[src/rtl/alu_arbiter.sv]
// Round-robin arbiter sharing one combinational ALU among NREQ requesters (IDLE -> EXEC -> RESP).
// Define ALU_ARB_ACTIVITY_EN to include the response activity monitor (act_toggles / act_ops).
module alu_arbiter #(
    parameter int unsigned NREQ = 4,
    parameter int unsigned W    = 8
) (
    input  logic                    clk,
    input  logic                    rst_n,
    input  logic [NREQ-1:0]         req_valid,
    output logic [NREQ-1:0]         req_ready,
    input  logic [NREQ*W-1:0]       req_a,
    input  logic [NREQ*W-1:0]       req_b,
    input  logic [NREQ*3-1:0]       req_op,
    output logic [W-1:0]            alu_a,
    output logic [W-1:0]            alu_b,
    output logic [2:0]              alu_op,
    input  logic [W-1:0]            alu_y,
    input  logic                    alu_carry,
    output logic                    rsp_valid,
    input  logic                    rsp_ready,
    output logic [$clog2(NREQ)-1:0] rsp_id,
    output logic [W-1:0]            rsp_y,
    output logic                    rsp_carry,
    output logic                    busy,
    input  logic                    act_clr,
    output logic [15:0]             act_toggles,
    output logic [15:0]             act_ops
);

    localparam int unsigned IW = $clog2(NREQ);

    typedef enum logic [1:0] {
        IDLE = 2'd0,
        EXEC = 2'd1,
        RESP = 2'd2
    } state_t;

    state_t         r_state;
    state_t         w_state_nxt;
    logic [IW-1:0]  r_last_grant;
    logic [IW-1:0]  r_grant_id;
    logic [IW-1:0]  w_winner;
    logic           w_any_valid;
    logic           w_accept;
    logic           w_rsp_hs;

    // Round-robin search starting just after the last granted requester.
    always_comb begin
        int unsigned idx;
        idx         = 0;
        w_winner    = '0;
        w_any_valid = 1'b0;
        for (int unsigned i = 1; i <= NREQ; i++) begin
            idx = (32'(r_last_grant) + i) % NREQ;
            if (!w_any_valid && req_valid[IW'(idx)]) begin
                w_any_valid = 1'b1;
                w_winner    = IW'(idx);
            end
        end
    end

    always_ff @(posedge clk or negedge rst_n) begin
        if (!rst_n) begin
            r_state <= IDLE;
        end else begin
            r_state <= w_state_nxt;
        end
    end

    always_comb begin
        w_state_nxt = r_state;
        req_ready   = '0;
        w_accept    = 1'b0;
        w_rsp_hs    = 1'b0;
        unique case (r_state)
            IDLE: begin
                if (w_any_valid) begin
                    req_ready[w_winner] = 1'b1;
                    w_accept            = 1'b1;
                    w_state_nxt         = EXEC;
                end
            end
            EXEC: w_state_nxt = RESP;
            RESP: begin
                if (rsp_ready) begin
                    w_rsp_hs    = 1'b1;
                    w_state_nxt = IDLE;
                end
            end
            default: w_state_nxt = IDLE;
        endcase
    end

    assign busy = (r_state != IDLE);

    // ALU operands only move on acceptance; response payload only moves in EXEC.
    always_ff @(posedge clk or negedge rst_n) begin
        if (!rst_n) begin
            alu_a        <= '0;
            alu_b        <= '0;
            alu_op       <= '0;
            r_grant_id   <= '0;
            r_last_grant <= IW'(NREQ - 1);
            rsp_valid    <= 1'b0;
            rsp_y        <= '0;
            rsp_carry    <= 1'b0;
            rsp_id       <= '0;
        end else begin
            if (w_accept) begin
                alu_a        <= req_a[32'(w_winner)*W +: W];
                alu_b        <= req_b[32'(w_winner)*W +: W];
                alu_op       <= req_op[32'(w_winner)*3 +: 3];
                r_grant_id   <= w_winner;
                r_last_grant <= w_winner;
            end
            if (r_state == EXEC) begin
                rsp_y     <= alu_y;
                rsp_carry <= alu_carry;
                rsp_id    <= r_grant_id;
                rsp_valid <= 1'b1;
            end
            if (w_rsp_hs) begin
                rsp_valid <= 1'b0;
            end
        end
    end

`ifdef ALU_ARB_ACTIVITY_EN
    localparam int unsigned HW = $clog2(W + 1);

    logic [W-1:0]  r_prev_y;
    logic [HW-1:0] w_ham;
    logic [16:0]   w_tog_sum;
    logic [16:0]   w_ops_sum;

    always_comb begin
        w_ham     = HW'($countones(rsp_y ^ r_prev_y));
        w_tog_sum = 17'(act_toggles) + 17'(w_ham);
        w_ops_sum = 17'(act_ops) + 17'd1;
    end

    // Saturating counters; clear wins over a same-cycle handshake.
    always_ff @(posedge clk or negedge rst_n) begin
        if (!rst_n) begin
            r_prev_y    <= '0;
            act_toggles <= '0;
            act_ops     <= '0;
        end else begin
            if (w_rsp_hs) begin
                r_prev_y <= rsp_y;
            end
            if (act_clr) begin
                act_toggles <= '0;
                act_ops     <= '0;
            end else if (w_rsp_hs) begin
                act_toggles <= w_tog_sum[16] ? 16'hFFFF : w_tog_sum[15:0];
                act_ops     <= w_ops_sum[16] ? 16'hFFFF : w_ops_sum[15:0];
            end
        end
    end
`else
    logic w_unused_act_clr;
    assign w_unused_act_clr = act_clr;
    assign act_toggles      = '0;
    assign act_ops          = '0;
`endif

endmodule

[config.mk]
export PLATFORM = sky130hd
export DESIGN_NAME = alu_arbiter
export DESIGN_NICKNAME = d
export VERILOG_FILES = /design/src/rtl/alu_arbiter.sv
export SDC_FILE = /design/constraint.sdc
export NUM_CORES = 1
export LEC_CHECK = 0
export CORE_MARGIN = 5
export CORE_UTILIZATION = 39
export CTS_CLUSTER_DIAMETER = 150
export DETAILED_ROUTE_END_ITERATION = 6
export PLACE_DENSITY = 0.9
export SYNTH_ARGS = -nofsm -noshare
export SYNTH_HDL_FRONTEND = slang
export SYNTH_SLANG_ARGS = --single-unit
[constraint.sdc]
create_clock -name clk -period 3.2 [get_ports clk]
set_input_delay 0.48 -clock clk [delete_from_list [all_inputs] [get_ports clk]]
set_output_delay 0.48 -clock clk [all_outputs]
set_load 0.01 [all_outputs]
== After elaboration in Yosys (flattened, before gate mapping) ==
Index checks and enable logic that the tools add are counted.

* Eq/ne operators: 4
* Multiply operators: 1
* $lt $le $gt $ge: 6
* Reductions and logical operators: 11
* $add $sub $neg: 4
* Shift-type cells: 3
* Muxes and demuxes: 29

{| class="wikitable"
|+ Operator list
! operator !! count
|-
| 32-bit by 6-bit indexed part select with 8-bit output || 2
|-
| 2-bit by 3-bit < comparator with 1-bit output, second input constant || 5
|-
| 1-bit 2-to-1 mux || 15
|-
| 2-bit 2-to-1 mux || 6
|-
| 12-bit by 5-bit indexed part select with 3-bit output || 1
|-
| 1-bit binary-select mux with 2-bit select || 4
|-
| 4-bit 2-to-1 mux || 2
|-
| 2-bit one-hot mux with 3 select lines || 1
|-
| 2-bit by 1-bit adder with 2-bit output, second input constant || 2
|-
| 2-bit adder, second input constant || 2
|-
| 1-bit logical AND || 4
|-
| 2-bit by 2-bit multiplier with 4-bit output, second input constant || 1
|-
| 2-bit != test, second input constant || 2
|-
| 2-bit nonzero test || 2
|-
| 1-bit zero test || 3
|-
| 1-bit demux with 2-bit select || 1
|-
| 2-bit by 1-bit == test with 1-bit output, second input constant || 1
|-
| 2-bit == test, second input constant || 1
|-
| 2-bit by 1-bit >= comparator with 1-bit output, second input constant || 1
|-
| 2-bit zero test || 1
|-
| 2-bit AND reduction || 1
|}

* Register bits after elaboration: 37
* Bits of input ports: 93

== Longest topological paths before layout ==
* Word-level depth: 19
* Gate-level depth with buffers: 9
* Depth with buffers taken out: 6

== Worst setup path before layout ==
No wires, ideal clock.

* Path type: input port to output port
* From: in req_valid[0]
* To: out req_ready[3]
* Required time: 2.720 ns
* Stages: 8
* Data arrival time: 1.677 ns
* Buffers on the path: 3
* Slack: 1.043 ns
* Path through: buf_2 nor4_1 or2_0 buf_2 inv_2 nand4_1 clkbuf_1 nor2_1

* Longest elaborated chain between the ends: 18
* Elaborated cells between the ends (all ways): 29
* Classes of those cells: 2 x order compare; 20 x mux; 7 x reduce/logical

{| class="wikitable"
|+ Ends and longest elaborated chain
! element !! line !! source
|-
| from (decl) || 9 || <nowiki>input logic [NREQ-1:0] req_valid,</nowiki>
|-
| 1-bit binary-select mux with 2-bit select || 55 || <nowiki>if (!w_any_valid && req_valid[IW'(idx)]) begin</nowiki>
|-
| 1-bit 2-to-1 mux (not written as such) || 55 ||
|-
| 1-bit 2-to-1 mux || 55 ||
|-
| 1-bit zero test || 55 ||
|-
| 1-bit logical AND || 55 ||
|-
| 1-bit 2-to-1 mux || 55 ||
|-
| 1-bit zero test || 55 ||
|-
| 1-bit logical AND || 55 ||
|-
| (+2 left out) || -- ||
|-
| 1-bit logical AND || 55 ||
|-
| 2-bit 2-to-1 mux || 55 ||
|-
| 2-bit by 3-bit < comparator with 1-bit output (not written as such) / 2-bit by 1-bit >= comparator with 1-bit output (equally long branches) || 78 || <nowiki>req_ready[w_winner] = 1'b1;</nowiki>
|-
| 1-bit logical AND (not written as such) || 78 ||
|-
| 1-bit 2-to-1 mux (not written as such) || 78 ||
|-
| 1-bit demux with 2-bit select || 78 ||
|-
| 4-bit 2-to-1 mux (*) || 77 || <nowiki>if (w_any_valid) begin</nowiki>
|-
| 4-bit 2-to-1 mux (*) || 75 || <nowiki>unique case (r_state)</nowiki>
|-
| to (decl) || 10 || <nowiki>output logic [NREQ-1:0] req_ready,</nowiki>
|}

Mark *: on every way between the ends. The rest lies on a longest branch, timed or not. The select of a mux whose other input is x is not followed.

== Worst setup path in the final report ==
* From: in req_valid[0]
* To: out req_ready[1]

Same word-level chain as after synthesis.

==> impl_metrics.toml <==
[global_route]
antenna_found_initial = 0
grt_pass1_vias = 2203
gr-total-overflow = 0
grt_pass1_wl_um = 10300
grt_usage_pct = 17.3
grt_max_degree = 38

[setup_path]
path_max_fanout = 11
worstSetupEndpointType = "output pin"
max_stage_delay_ns = 0.65
path_cells = "clkdlybuf4s50_1, nor4_1, or2_0, a31o_1, nand2b_4, inv_1, clkdlybuf4s50_1"
crit_buf_inv = 3
cpLargestDelayFamily = "buffers and inverters"
critPathArrivalTime_ns = 2.55
ff2ff_path_depth = 6
slowest_stage = "clkdlybuf4s50_1"
critPathRequiredTime_ns = 2.72
path_depth = 7
startpoint_type = "input port"
crit_path_frequent_cell = "clkdlybuf4s50_1"
crit_type = "input port to output pin"

[power_and_ir_drop]
powerDensity_nw_per_um2 = 828
leakage_nw = 1.56
irDropWorstVdd_mv = 0.365
total_power_mw = 3.06

[floorplan]
die_y_um = 87.9
fp.dieArea_um2 = 7730
start_util_pct = 40.0
std_cell_rows = 28
die_w_um = 87.9
num_io_pins = 161
design.core.area_um2 = 5920

[drt]
drc = 0
vias_per_cell = 4.87
drt-total-wl_um = 6890
ant_nets = 0
wl_per_cell_um = 15.2
dr.pass1.iters = 4
drt_iter0_markers = 41
vias = 2207

[layout]
multi_input_area_um2 = 1190
area_growth_pct = 56.0
drive_above_1_share_pct = 11.9
fin_nets = 470
fin_area_um2 = 3690
fill_cells = 515
diodes = 0
final_core_util_pct = 62.4
seq_area_um2 = 928

[hold_path]
hold_class = "input port to async pin"

[clocking]
clock_latency_ns = 0.28
cts_buffers = 5
htree_levels = 2
clockBufferDepth = 2
post_cts_buffers = 0
cts-root-buf = "clkbuf_8"
postCtsHoldBufs = 0
cts_tree = "yes"
cts.sinks = 37
path_clk_slew_ns = 0.07
cts_resized = 0

[place]
io_buffers = 127
pre_cts_slack_ns = 0.175
dpl_cell_area_um2 = 3570
hpwl_um = 5530
gp_congestion = 0.766

[timing]
fin_crit_ns = 3.03
fin_ws_ns = 0.169
max_freq_ghz = 0.330
finClkSkew_ns = 0.00538
rsz0062_at_grt = "false"
hold_viol_final = 0
slew_headroom_pct = 44.7
setup_violations = 0
worstMarginPinSlew_ns = 0.829
post-route-period-util_pct = 94.7
finalSetupTns_ns = 0
maxSlewViolCount = 0

[synth]
ys_warn_count = 0
ys_ff_latch = 37
syn_area_um2 = 2370
synth_area_per_cell_um2 = 9.39
synth_cell_type_count = 38
ys_seq_area_share_pct = 39.2
syn_inst = 252

[run_status]
status = "finished clean"

[flow_run]
drv_cap = 0
logic make-up after synthesis:
| logic type | synth area share [%] |
|---|---|
| DFF | 39.2 |
| AOI/OAI and AO/OA | 19.4 |
| muxes | 10.4 |
| other | 0.158 |
| and+or+nand+nor | 15.6 |
| buffers and inverters | 15.2 |
cells in the mapped netlist, drive strengths merged:
cell | instances | area [um^2]
nand3 | 1 | 5.00
nor2 | 35 | 131
mux2i | 1 | 10.0
and2 | 1 | 6.26
nand2 | 15 | 56.3
dfstp | 2 | 52.6
o221a | 10 | 113
nor2b | 1 | 6.26
a21boi | 1 | 7.51
a32oi | 1 | 8.76
nor4 | 1 | 6.26
o21ai | 3 | 15.0
dfrtp | 35 | 876
clkbuf | 6 | 22.5
a31o | 1 | 8.76
o21a | 1 | 7.51
inv | 4 | 15.0
conb | 1 | 3.75
buf | 44 | 323
nand4 | 1 | 6.26
a21oi | 23 | 115
a211oi | 18 | 135
and2b | 2 | 15.0
and3b | 9 | 78.8
a21bo | 1 | 10.0
mux2 | 21 | 236
o211ai | 2 | 15.0
a21o | 2 | 15.0
or2 | 3 | 18.8
o22a | 1 | 8.76
nand2b | 5 | 38.8
worst register-to-register path, stage by stage, from the launching register on:
cell and delay, ns:
dfstp_2 0.63, mux2i_1 0.21, o22a_1 0.20, and2b_1 0.15, buf_4 0.29, mux2_2 0.39, o221a_2 0.24
layout make-up:
class | instances | share of cell area, %
Tap cell | 75 | 2.54
Clock buffer | 6 | 2.24
Sequential cell | 37 | 25.1
Inverter | 4 | 0.407
Clock inverter | 2 | 1.02
Multi-Input combinational cell | 192 | 32.4
Timing Repair Buffer | 137 | 36.3
metrics by stage:
step | instances | hold slack [ns]
finish | 453 | 0.289
global route | 453 | 0.365
CTS | 453 | 0.317
detailed placement | 445 | 0.462
global placement | 445 | 0.453
floorplan | 283 | 0.184
routing by layer:
layer	up-vias	wire, um	share of wire (%)	GRT usage, %
met4	0	155	2.2	6.14
met5	-	0	0	0
li1	1070	-	-	-
met2	122	3330	48	30.3
met1	1001	2620	38	19.3
met3	14	785	11	6.21
path summary, 6_finish.rpt:
check,start,to,slack (ns)
max,req_valid[0],req_ready[1],0.17
min,rst_n,alu_b[7],0.29
max reg2reg,r_last_grant[1],alu_a[0],0.98
min reg2reg,r_grant_id[1],r_grant_id[1],0.47
max in group asynchronous,rst_n,alu_b[2],2.39
min in group clk,r_grant_id[1],r_grant_id[1],0.47
state kept, by name, indices dropped and copies added, names as in the netlist:
signal        flops
rsp_y             8
alu_op            3
alu_b             8
rsp_id            2
r_last_grant      2
alu_a             8
r_grant_id        2
r_state           2
rsp_carry         1
rsp_valid         1
cell usage in the layout, fill, tap and decap left out, types with 9 or more instances in the layout:
cell               n
clkdlybuf4s50_1  126
nor2_1            35
dfrtp_1           35
conb_1            32
a21oi_1           23
mux2_2            21
a211oi_1          18
nand2_1           15
buf_4             10
and3b_1            9
o221a_1            9
where the power goes:
part           switching, mW  internal, mW  leakage (nW)
combinational          0.807         0.959          1.08
sequential             0.145         0.722         0.418
clock                  0.171         0.253        0.0574
No activity file was read; power rests on OpenSTA's default activity.
